==> src/rtl/i2c_arb_pkg.sv <==
// Shared constants for the I2C command arbiter: FSM state encoding,
// the data byte width and the byte returned when a transaction times out.
package i2c_arb_pkg;

  localparam int BYTE_W = 8;

  localparam logic [2:0] ST_IDLE       = 3'd0;
  localparam logic [2:0] ST_ISSUE      = 3'd1;
  localparam logic [2:0] ST_WAIT_START = 3'd2;
  localparam logic [2:0] ST_WAIT_END   = 3'd3;
  localparam logic [2:0] ST_DONE       = 3'd4;

  localparam logic [BYTE_W-1:0] TIMEOUT_BYTE = 8'hFF;

endpackage

==> src/rtl/rr_arbiter.sv <==
// Combinational rotating-priority picker: the first set req bit at or
// above ptr wins, wrapping from NREQ-1 back to 0.
module rr_arbiter #(
  parameter int NREQ = 3,
  parameter int IW   = 2
) (
  input  logic [NREQ-1:0] req,
  input  logic [IW-1:0]   ptr,
  output logic [NREQ-1:0] gnt_oh,
  output logic [IW-1:0]   gnt_idx,
  output logic            any_req
);

  // Scan offsets from farthest to nearest so the nearest set bit is the last write.
  always_comb begin
    gnt_oh  = '0;
    gnt_idx = '0;
    any_req = |req;
    for (int k = NREQ - 1; k >= 0; k--) begin
      if (req[(int'(ptr) + k) % NREQ]) begin
        gnt_idx = IW'((int'(ptr) + k) % NREQ);
      end
    end
    gnt_oh[gnt_idx] = any_req;
  end

endmodule

==> src/rtl/i2c_cmd_arbiter.sv <==
// Round-robin arbiter/sequencer sharing one I2C master between NREQ
// requesters. Optional busy watchdog enabled by defining I2C_ARB_TIMEOUT_EN.
module i2c_cmd_arbiter
  import i2c_arb_pkg::*;
#(
  parameter int NREQ           = 3,
  parameter int TIMEOUT_CYCLES = 65535
) (
  input  logic                   clk,
  input  logic                   res_n,
  input  logic [NREQ-1:0]        req,
  input  logic [NREQ*BYTE_W-1:0] req_addr,
  input  logic [NREQ*BYTE_W-1:0] req_data,
  input  logic [NREQ-1:0]        req_rw,
  output logic [NREQ-1:0]        gnt,
  output logic [NREQ-1:0]        done,
  output logic                   err,
  output logic [BYTE_W-1:0]      rd_data,
  output logic [BYTE_W-1:0]      m_addr,
  output logic [BYTE_W-1:0]      m_data,
  output logic                   m_rw,
  output logic                   m_new_cmd,
  input  logic                   m_busy,
  input  logic [BYTE_W-1:0]      m_rdata
);

  localparam int IW = (NREQ > 1) ? $clog2(NREQ) : 1;

  logic [2:0]        state_q, state_d;
  logic [IW-1:0]     ptr_q, ptr_d;
  logic [IW-1:0]     idx_q, idx_d;
  logic [NREQ-1:0]   gnt_q, gnt_d;
  logic [NREQ-1:0]   done_q, done_d;
  logic [BYTE_W-1:0] rd_data_q, rd_data_d;
  logic [BYTE_W-1:0] m_addr_q, m_addr_d;
  logic [BYTE_W-1:0] m_data_q, m_data_d;
  logic              m_rw_q, m_rw_d;
  logic              m_new_cmd_q, m_new_cmd_d;

`ifdef I2C_ARB_TIMEOUT_EN
  logic [15:0] cnt_q, cnt_d;
  logic        to_q, to_d;
  logic        err_q, err_d;
`endif

  logic [NREQ-1:0] arb_oh;
  logic [IW-1:0]   arb_idx;
  logic            arb_any;

  logic [BYTE_W-1:0] addr_arr [NREQ];
  logic [BYTE_W-1:0] data_arr [NREQ];

  // Unpack the flattened per-requester byte buses.
  for (genvar gi = 0; gi < NREQ; gi++) begin : g_unpack
    assign addr_arr[gi] = req_addr[gi*BYTE_W +: BYTE_W];
    assign data_arr[gi] = req_data[gi*BYTE_W +: BYTE_W];
  end

  rr_arbiter #(.NREQ(NREQ), .IW(IW)) u_rr (
    .req     (req),
    .ptr     (ptr_q),
    .gnt_oh  (arb_oh),
    .gnt_idx (arb_idx),
    .any_req (arb_any)
  );

  // Next-state logic for the grant/issue/wait/complete sequence.
  always_comb begin
    state_d     = state_q;
    ptr_d       = ptr_q;
    idx_d       = idx_q;
    gnt_d       = gnt_q;
    done_d      = '0;
    rd_data_d   = rd_data_q;
    m_addr_d    = m_addr_q;
    m_data_d    = m_data_q;
    m_rw_d      = m_rw_q;
    m_new_cmd_d = 1'b0;
`ifdef I2C_ARB_TIMEOUT_EN
    cnt_d = cnt_q;
    to_d  = to_q;
    err_d = 1'b0;
`endif
    case (state_q)
      ST_IDLE: begin
        if (arb_any) begin
          gnt_d       = arb_oh;
          idx_d       = arb_idx;
          m_addr_d    = addr_arr[arb_idx];
          m_data_d    = data_arr[arb_idx];
          m_rw_d      = req_rw[arb_idx];
          m_new_cmd_d = 1'b1;
          state_d     = ST_ISSUE;
        end
      end
      ST_ISSUE: begin
        state_d = ST_WAIT_START;
`ifdef I2C_ARB_TIMEOUT_EN
        cnt_d = '0;
        to_d  = 1'b0;
`endif
      end
      ST_WAIT_START, ST_WAIT_END: begin
        if (state_q == ST_WAIT_START && m_busy) state_d = ST_WAIT_END;
        if (state_q == ST_WAIT_END && !m_busy)  state_d = ST_DONE;
`ifdef I2C_ARB_TIMEOUT_EN
        // The watchdog overrides any concurrent busy transition.
        cnt_d = cnt_q + 16'd1;
        if (cnt_d == 16'(TIMEOUT_CYCLES)) begin
          to_d    = 1'b1;
          state_d = ST_DONE;
        end
`endif
      end
      ST_DONE: begin
        done_d  = gnt_q;
        gnt_d   = '0;
        ptr_d   = (idx_q == IW'(NREQ - 1)) ? '0 : idx_q + 1'b1;
        state_d = ST_IDLE;
`ifdef I2C_ARB_TIMEOUT_EN
        err_d = to_q;
        if (to_q) rd_data_d = TIMEOUT_BYTE;
        else if (m_rw_q) rd_data_d = m_rdata;
`else
        if (m_rw_q) rd_data_d = m_rdata;
`endif
      end
      default: state_d = ST_IDLE;
    endcase
  end

  // State and output registers, cleared asynchronously.
  always_ff @(posedge clk or negedge res_n) begin
    if (!res_n) begin
      state_q     <= ST_IDLE;
      ptr_q       <= '0;
      idx_q       <= '0;
      gnt_q       <= '0;
      done_q      <= '0;
      rd_data_q   <= '0;
      m_addr_q    <= '0;
      m_data_q    <= '0;
      m_rw_q      <= 1'b0;
      m_new_cmd_q <= 1'b0;
`ifdef I2C_ARB_TIMEOUT_EN
      cnt_q <= '0;
      to_q  <= 1'b0;
      err_q <= 1'b0;
`endif
    end else begin
      state_q     <= state_d;
      ptr_q       <= ptr_d;
      idx_q       <= idx_d;
      gnt_q       <= gnt_d;
      done_q      <= done_d;
      rd_data_q   <= rd_data_d;
      m_addr_q    <= m_addr_d;
      m_data_q    <= m_data_d;
      m_rw_q      <= m_rw_d;
      m_new_cmd_q <= m_new_cmd_d;
`ifdef I2C_ARB_TIMEOUT_EN
      cnt_q <= cnt_d;
      to_q  <= to_d;
      err_q <= err_d;
`endif
    end
  end

  assign gnt       = gnt_q;
  assign done      = done_q;
  assign rd_data   = rd_data_q;
  assign m_addr    = m_addr_q;
  assign m_data    = m_data_q;
  assign m_rw      = m_rw_q;
  assign m_new_cmd = m_new_cmd_q;
`ifdef I2C_ARB_TIMEOUT_EN
  assign err = err_q;
`else
  assign err = 1'b0;
`endif

endmodule

==> config.mk <==
export PLATFORM = sky130hd
export DESIGN_NAME = i2c_cmd_arbiter
export DESIGN_NICKNAME = d
export VERILOG_FILES = /design/src/rtl/i2c_arb_pkg.sv /design/src/rtl/rr_arbiter.sv /design/src/rtl/i2c_cmd_arbiter.sv
export SDC_FILE = /design/constraint.sdc
export NUM_CORES = 1
export LEC_CHECK = 0
export ABC_AREA = 0
export BUFFER_PORTS_ARGS = -buffer_cell sky130_fd_sc_hd__buf_2
export CAP_MARGIN = 15
export CORE_ASPECT_RATIO = 0.6
export CORE_MARGIN = 5
export CORE_UTILIZATION = 40
export DETAILED_ROUTE_END_ITERATION = 16
export PLACE_DENSITY = 0.71
export SLEW_MARGIN = 5
export SYNTH_ARGS = -nofsm -noshare
export SYNTH_HDL_FRONTEND = slang
export SYNTH_SLANG_ARGS = --single-unit
==> constraint.sdc <==
create_clock -name clk -period 2.65 [get_ports clk]
set_input_delay 0.53 -clock clk [delete_from_list [all_inputs] [get_ports clk]]
set_output_delay 0.53 -clock clk [all_outputs]
set_load 0.02 [all_outputs]
Yosys cells after proc, flatten, opt, wreduce, memory -nomap -nowiden

Cells that the tools add are included.
Widths: inputs -> output; s select.

Word-level logic and storage cells: 75
Output and inout bits: 33
Input bits: 65
Bits in latches: 0
Bits in read-only memories: 0
Memories kept: 0
Bits in registers: 39
Memory bits (writable): 0

Div/mod/pow operators: 3
Multipliers: 0
Order comparisons: 6
Multiplexer cells: 32
Add/subtract/negate cells: 3
Equal/unequal tests: 7
Shift-type cells: 0
Reduce and logical (&&, ||, !) cells: 12
Bitwise gates (word level): 2

Operators with widths:

| operator              | number |
|---|---|
| $lt 32x4->1 const B   | 3 |
| $mod 32x3->32 const B | 2 |
| $bmux 8 s2            | 2 |
| $mod 3x3->32 const B  | 1 |
| $mux 8                | 4 |
| $mux 3                | 5 |
| $mux 1                | 10 |
| $pmux 3 s3            | 1 |
| $bmux 1 s2            | 4 |
| $mux 2                | 4 |
| $reduce_and 2->1      | 4 |
| $eq 3x2->1 const B    | 2 |
| $pmux 3 s2            | 1 |
| $add 2x1->3 const B   | 1 |
| $add 2x2->3 const B   | 1 |
| $and 3x3->3           | 1 |
| $eq 3x1->1 const B    | 1 |
| $eq 3x3->1 const B    | 1 |
| $ge 3x3->1 const B    | 1 |
| $logic_and 1x1->1     | 3 |
| $logic_not 3->1       | 1 |
| $lt 2x3->1 const B    | 1 |
| $ne 3x3->1 const B    | 1 |
| $not 2->3             | 1 |
| other kinds (9)       | 9 |

Longest topological paths before layout

Depth after elaboration: 15
Mapped depth: 10
Mapped depth without buffers: 7

Cells and area by module

Synthesis repeated with hierarchy kept, for this count alone.

Cell total of the unflattened synthesis: 196
Area total of the unflattened synthesis: 2033.2 um2

Modules (own cells, without submodules):

| module          | seq. area each (um2) | area an instance (um2) | cells each | times used |
|---|---|---|---|---|
| i2c_cmd_arbiter | 975.9                | 1844.3                 | 169        | 1 |
| rr_arbiter      | 0.0                  | 188.9                  | 27         | 1 |

Worst setup path before layout

Ideal clock, no wire load.

Path type: register to register
From: register ptr_q[0]
To: register m_addr_q[0] (netlist: m_addr[0])
Path slack: 608 ps
Data arrival time: 1916 ps
Required time: 2524 ps
Path buffers: 2
Stages on the path, launching flop included: 10
Library setup time: 126 ps
Period minus slack after synthesis: 2042 ps
Path through: dfrtp_1 inv_1 ha_1 a21oi_2 o2111ai_1 a221oi_2 buf_6 buf_12 mux2i_1 o22ai_2

Word-level cells in the longest chain between the ends: 12
Elaborated cells between the ends (all ways): 21
Classes of those cells: 2 x add/sub; 3 x div; 15 x mux; 1 x bitwise

Ends and longest elaborated chain:

| what                                          | line                               | text |
|---|---|---|
| from (decl)                                   | i2c_cmd_arbiter.sv:30              | `logic [IW-1:0] ptr_q, ptr_d;` |
| from (signal assigned)                        | i2c_cmd_arbiter.sv:152             | `ptr_q <= ptr_d;` |
| $add 2x2->3                                   | rr_arbiter.sv:20, rr_arbiter.sv:21 |  |
| $mod 32x3->32                                 | rr_arbiter.sv:20, rr_arbiter.sv:21 |  |
| $bmux 1 s2                                    | rr_arbiter.sv:20                   | `if (req[(int'(ptr) + k) % NREQ]) begin` |
| $mux 1 (implied by the code) (2 in a row)     | rr_arbiter.sv:20                   |  |
| $mux 2 (2 in a row)                           | rr_arbiter.sv:20                   |  |
| $mux 2 (*)                                    | rr_arbiter.sv:20                   |  |
| $not 2->3 (implied by the code) (*)           | i2c_cmd_arbiter.sv:89              | `m_addr_d = addr_arr[arb_idx];` |
| $bmux 8 s2 (*)                                | i2c_cmd_arbiter.sv:89              |  |
| $mux 8 (implied by the code) (*) (2 in a row) | i2c_cmd_arbiter.sv:89              |  |
| to (signal assigned)                          | i2c_cmd_arbiter.sv:157             | `m_addr_q <= m_addr_d;` |
| to (decl)                                     | i2c_cmd_arbiter.sv:35              | `logic [BYTE_W-1:0] m_addr_q, m_addr_d;` |

Every way passes the cells marked *; elsewhere a longest branch is shown, timed or not. The select of a mux whose other input is x is not followed.
A chain may end at the register's enable or synchronous reset.

Worst setup path in the final report

From: register ptr_q[0]
To: register m_addr_q[6] (netlist: m_addr[6])

The elaborated chain is that of the path after synthesis.

==> results by group <==
Status
  • Outcome: completed

Global routing
  • Largest net degree at the start of global routing: 40
  • Grt peak-use layer: met2
  • Vias in the first global route: 1873
  • Met1 Usage GRT: 23.1%
  • GRT overflow: 0
  • Met3 Track Usage GR: 5.94%
  • GR Util All Layers: 16.9%
  • Grt met2 use: 25.4%
  • Initial antenna violation count: 0
  • Global-route wire length before repair: 8870 um

Critical path
  • Top delay family on crit path: compound AO/OA/AOI/OAI gates
  • Crit path max fanout: 18
  • Delay of the slowest critical-path stage: 0.39 ns
  • Worst path cell trace: inv_1 -> ha_1 -> a21oi_2 -> o2111ai_1 -> a221oi_4 -> buf_4 -> mux2i_1 -> o22ai_2
  • Worst EP required: 2.81 ns
  • Slowest CP cell: ha_1
  • Type of element launching the critical path: flip-flop
  • CP arrival: 2.56 ns
  • R2R setup slack: 0.26 ns
  • Crit end category: flip-flop
  • Sum of buffers and inverters on the critical path: 2
  • Critical path class: flip-flop to flip-flop

Yosys
  • Post-synth top area cell: dfrtp_1
  • Syn avg cell area: 10.8 um^2
  • Asr flop ratio synth: 100%
  • Yosys Warn Count: 0
  • Synthesized cell area: 2050 um^2
  • Seq cells post-synth: 39
  • Post-Synth Adder-Cell Area: 1.83%
  • Register area share after synthesis: 47.6%
  • Post-synthesis cell type count: 39
  • Syn nets: 258
  • Mux contribution to synthesized area: 13.2%
  • Main area contributors after synthesis: dfrtp_1 (48%), mux2i_1 (8.8%), o22ai_2 (6.1%)
  • Main synth FF type: dfrtp_1
  • Most frequent cells after synthesis: dfrtp_1 (39), nor2_1 (25), a21oi_1 (19)
  • Yosys top cell area share: 47.6%
  • Most frequent cell after synthesis: dfrtp_1
  • Post-synthesis cell count: 190
  • Xor-xnor portion of the synthesized cell area: 0%
  • Largest family of logic cells by synthesized area: compound AO/OA/AOI/OAI gates
  • Synth Area in Simple Gates: 10.7%
  • Compound-Gate Fraction of Synth Area: 19.4%
  • Post-synth EDFFs: 0

Clock tree
  • Inserted Clock Buffers: 5
  • Total setup buffers inserted after CTS: 0
  • CTS H-tree depth: 2
  • Clk sinks: 39
  • Clock slew at reported path FFs: 0.07 ns
  • Cts repair resizes: 0
  • CTS tree: done
  • Skew-Pair Late Insertion Delay: 0.28 ns
  • Bufs on Longest Clock Path: 2
  • # hold bufs at CTS: 0
  • CTS root buffer: clkbuf_8

Worst hold path
  • Worst Hold Class: primary input to async pin

Timing
  • Relative slew slack: 42.8%
  • Period minus WS final: 2.39 ns
  • Finish-stage setup viols: 0
  • Slew Limit Fails: 0
  • Unrepaired setup endpoints after global routing: no
  • Slew @ Worst Pin: 0.858 ns
  • Fin. Hold Viols: 0
  • Setup TNS: 0 ns
  • Crit share post-route: 90.2%
  • Max Clock Freq: 418 MHz
  • Clock skew: 0.00544 ns
  • Hold WS: 0.355 ns

Die
  • I/O Pins: 98
  • Core box area: 5000 um^2
  • Initial core utilization: 41.0%
  • Die Wd: 102 um
  • Die ar.: 6710 um^2
  • Die height: 65.5 um
  • Rows: 20

Layout
  • Final net count: 352
  • N_diodes: 0
  • Fillers: 461
  • Area delta synth->final: 28.2%
  • Cell area after layout: 2630 um^2
  • Layout cells sized above 1: 46.0%
  • Post-layout util: 52.5%

Placement
  • GP Congestion: 0.813
  • Dpl hpwl: 3930 um
  • Port bufs: 96
  • Placed instance area: 2550 um^2

Route
  • Residual DRC count: 0
  • Pre-antenna DRT Iters: 4
  • Iteration-0 DRC Markers: 140
  • Vias: 1784
  • DRT antenna net count: 0
  • WL/cell: 15.1 um
  • WL final: 5300 um
  • Via density: 5.08

Job
  • MaxCap Viol Count: 0

Power
  • Pwr dens: 1170 nW/um^2
  • Leakage power: 1.31 nW
  • Worst vdd ir: 0.000603 V
per-layer routing:
metal  wire length (um)  part of all wire, %  up-vias
met5                  0                    0        -
met4                 55                  1.0        0
met3                660                   12        6
met2               2170                   41       85
met1               2410                   45      822
li1                   -                    -      871
where the power goes:
part	total (W)	internal, W	switching, W	leakage [nW]
clock	0.000378	0.000185	0.000194	0.0422
combinational	0.00166	0.000675	0.000984	0.796
sequential	0.00103	0.000865	0.000167	0.476
worst register-to-register path, stage by stage, from the launching register on:
cell and delay [ns]:
dfrtp_1 0.38, inv_1 0.07, ha_1 0.39, a21oi_2 0.18, o2111ai_1 0.21, a221oi_4 0.30, buf_4 0.36, mux2i_1 0.29
o22ai_2 0.09
per-stage QoR:
stage                     setup WS, ns  total power (W)  std cells
after CTS                        0.283          0.00310        351
final                            0.259          0.00307        351
after floorplan                  0.608          0.00227        190
after global placement           0.404          0.00268        343
after global routing             0.152          0.00333        351
after detailed placement         0.303          0.00271        343
cell type report:
cell class | count | area (um^2) | area share [%]
clock buffer | 7 | 76.3 | 2.90
clock inverter | 1 | 5.00 | 0.190
inverter | 6 | 22.5 | 0.857
multi-input combinational | 130 | 941 | 35.8
sequential | 39 | 976 | 37.1
tap | 66 | 82.6 | 3.14
timing repair buffer | 102 | 526 | 20.0
state kept, by name (all words and copies together) (netlist names):
name	flops
gnt	3
m_addr	8
ptr_q	2
rd_data	8
m_data	8
idx_q	2
m_rw	1
m_new_cmd	1
state_q	3
done	3
placed cells by master (no fill, tap or decap), types with 2 or more instances in the layout:
master | Yosys | routed
dfrtp_1 | 39 | 39
and3_1 | 5 | 5
nand2b_1 | 2 | 2
ha_1 | 3 | 3
nor2_1 | 25 | 25
nor3_1 | 4 | 4
o22ai_1 | 8 | 8
clkbuf_1 | 3 | 2
mux2i_1 | 18 | 18
nand2_1 | 7 | 7
inv_1 | 5 | 5
a31oi_1 | 2 | 2
buf_4 | 1 | 6
a21oi_1 | 19 | 19
o22ai_2 | 10 | 10
clkbuf_8 | 1 | 5
mux2_2 | 8 | 8
o21ai_0 | 2 | 2
buf_2 | 5 | 96
worst paths after layout:
path	from	end	cells after the start
max	ptr_q[0]	m_addr[6]	8
min	res_n	state_q[2]	1
max reg2reg	ptr_q[0]	m_addr[6]	8
min reg2reg	idx_q[1]	ptr_q[0]	1
max in group asynchronous	res_n	state_q[0]	1
min in group clk	m_busy	state_q[2]	2
kinds of logic after synthesis:
kind of cell               after synthesis
other                                    1
adders and majority gates                3
muxes                                   26
DFF                                     39
and+or+nand+nor                         48
AOI/OAI and AO/OA                       52
buffers and inverters                   21
No activity file was read; power rests on OpenSTA's default activity.
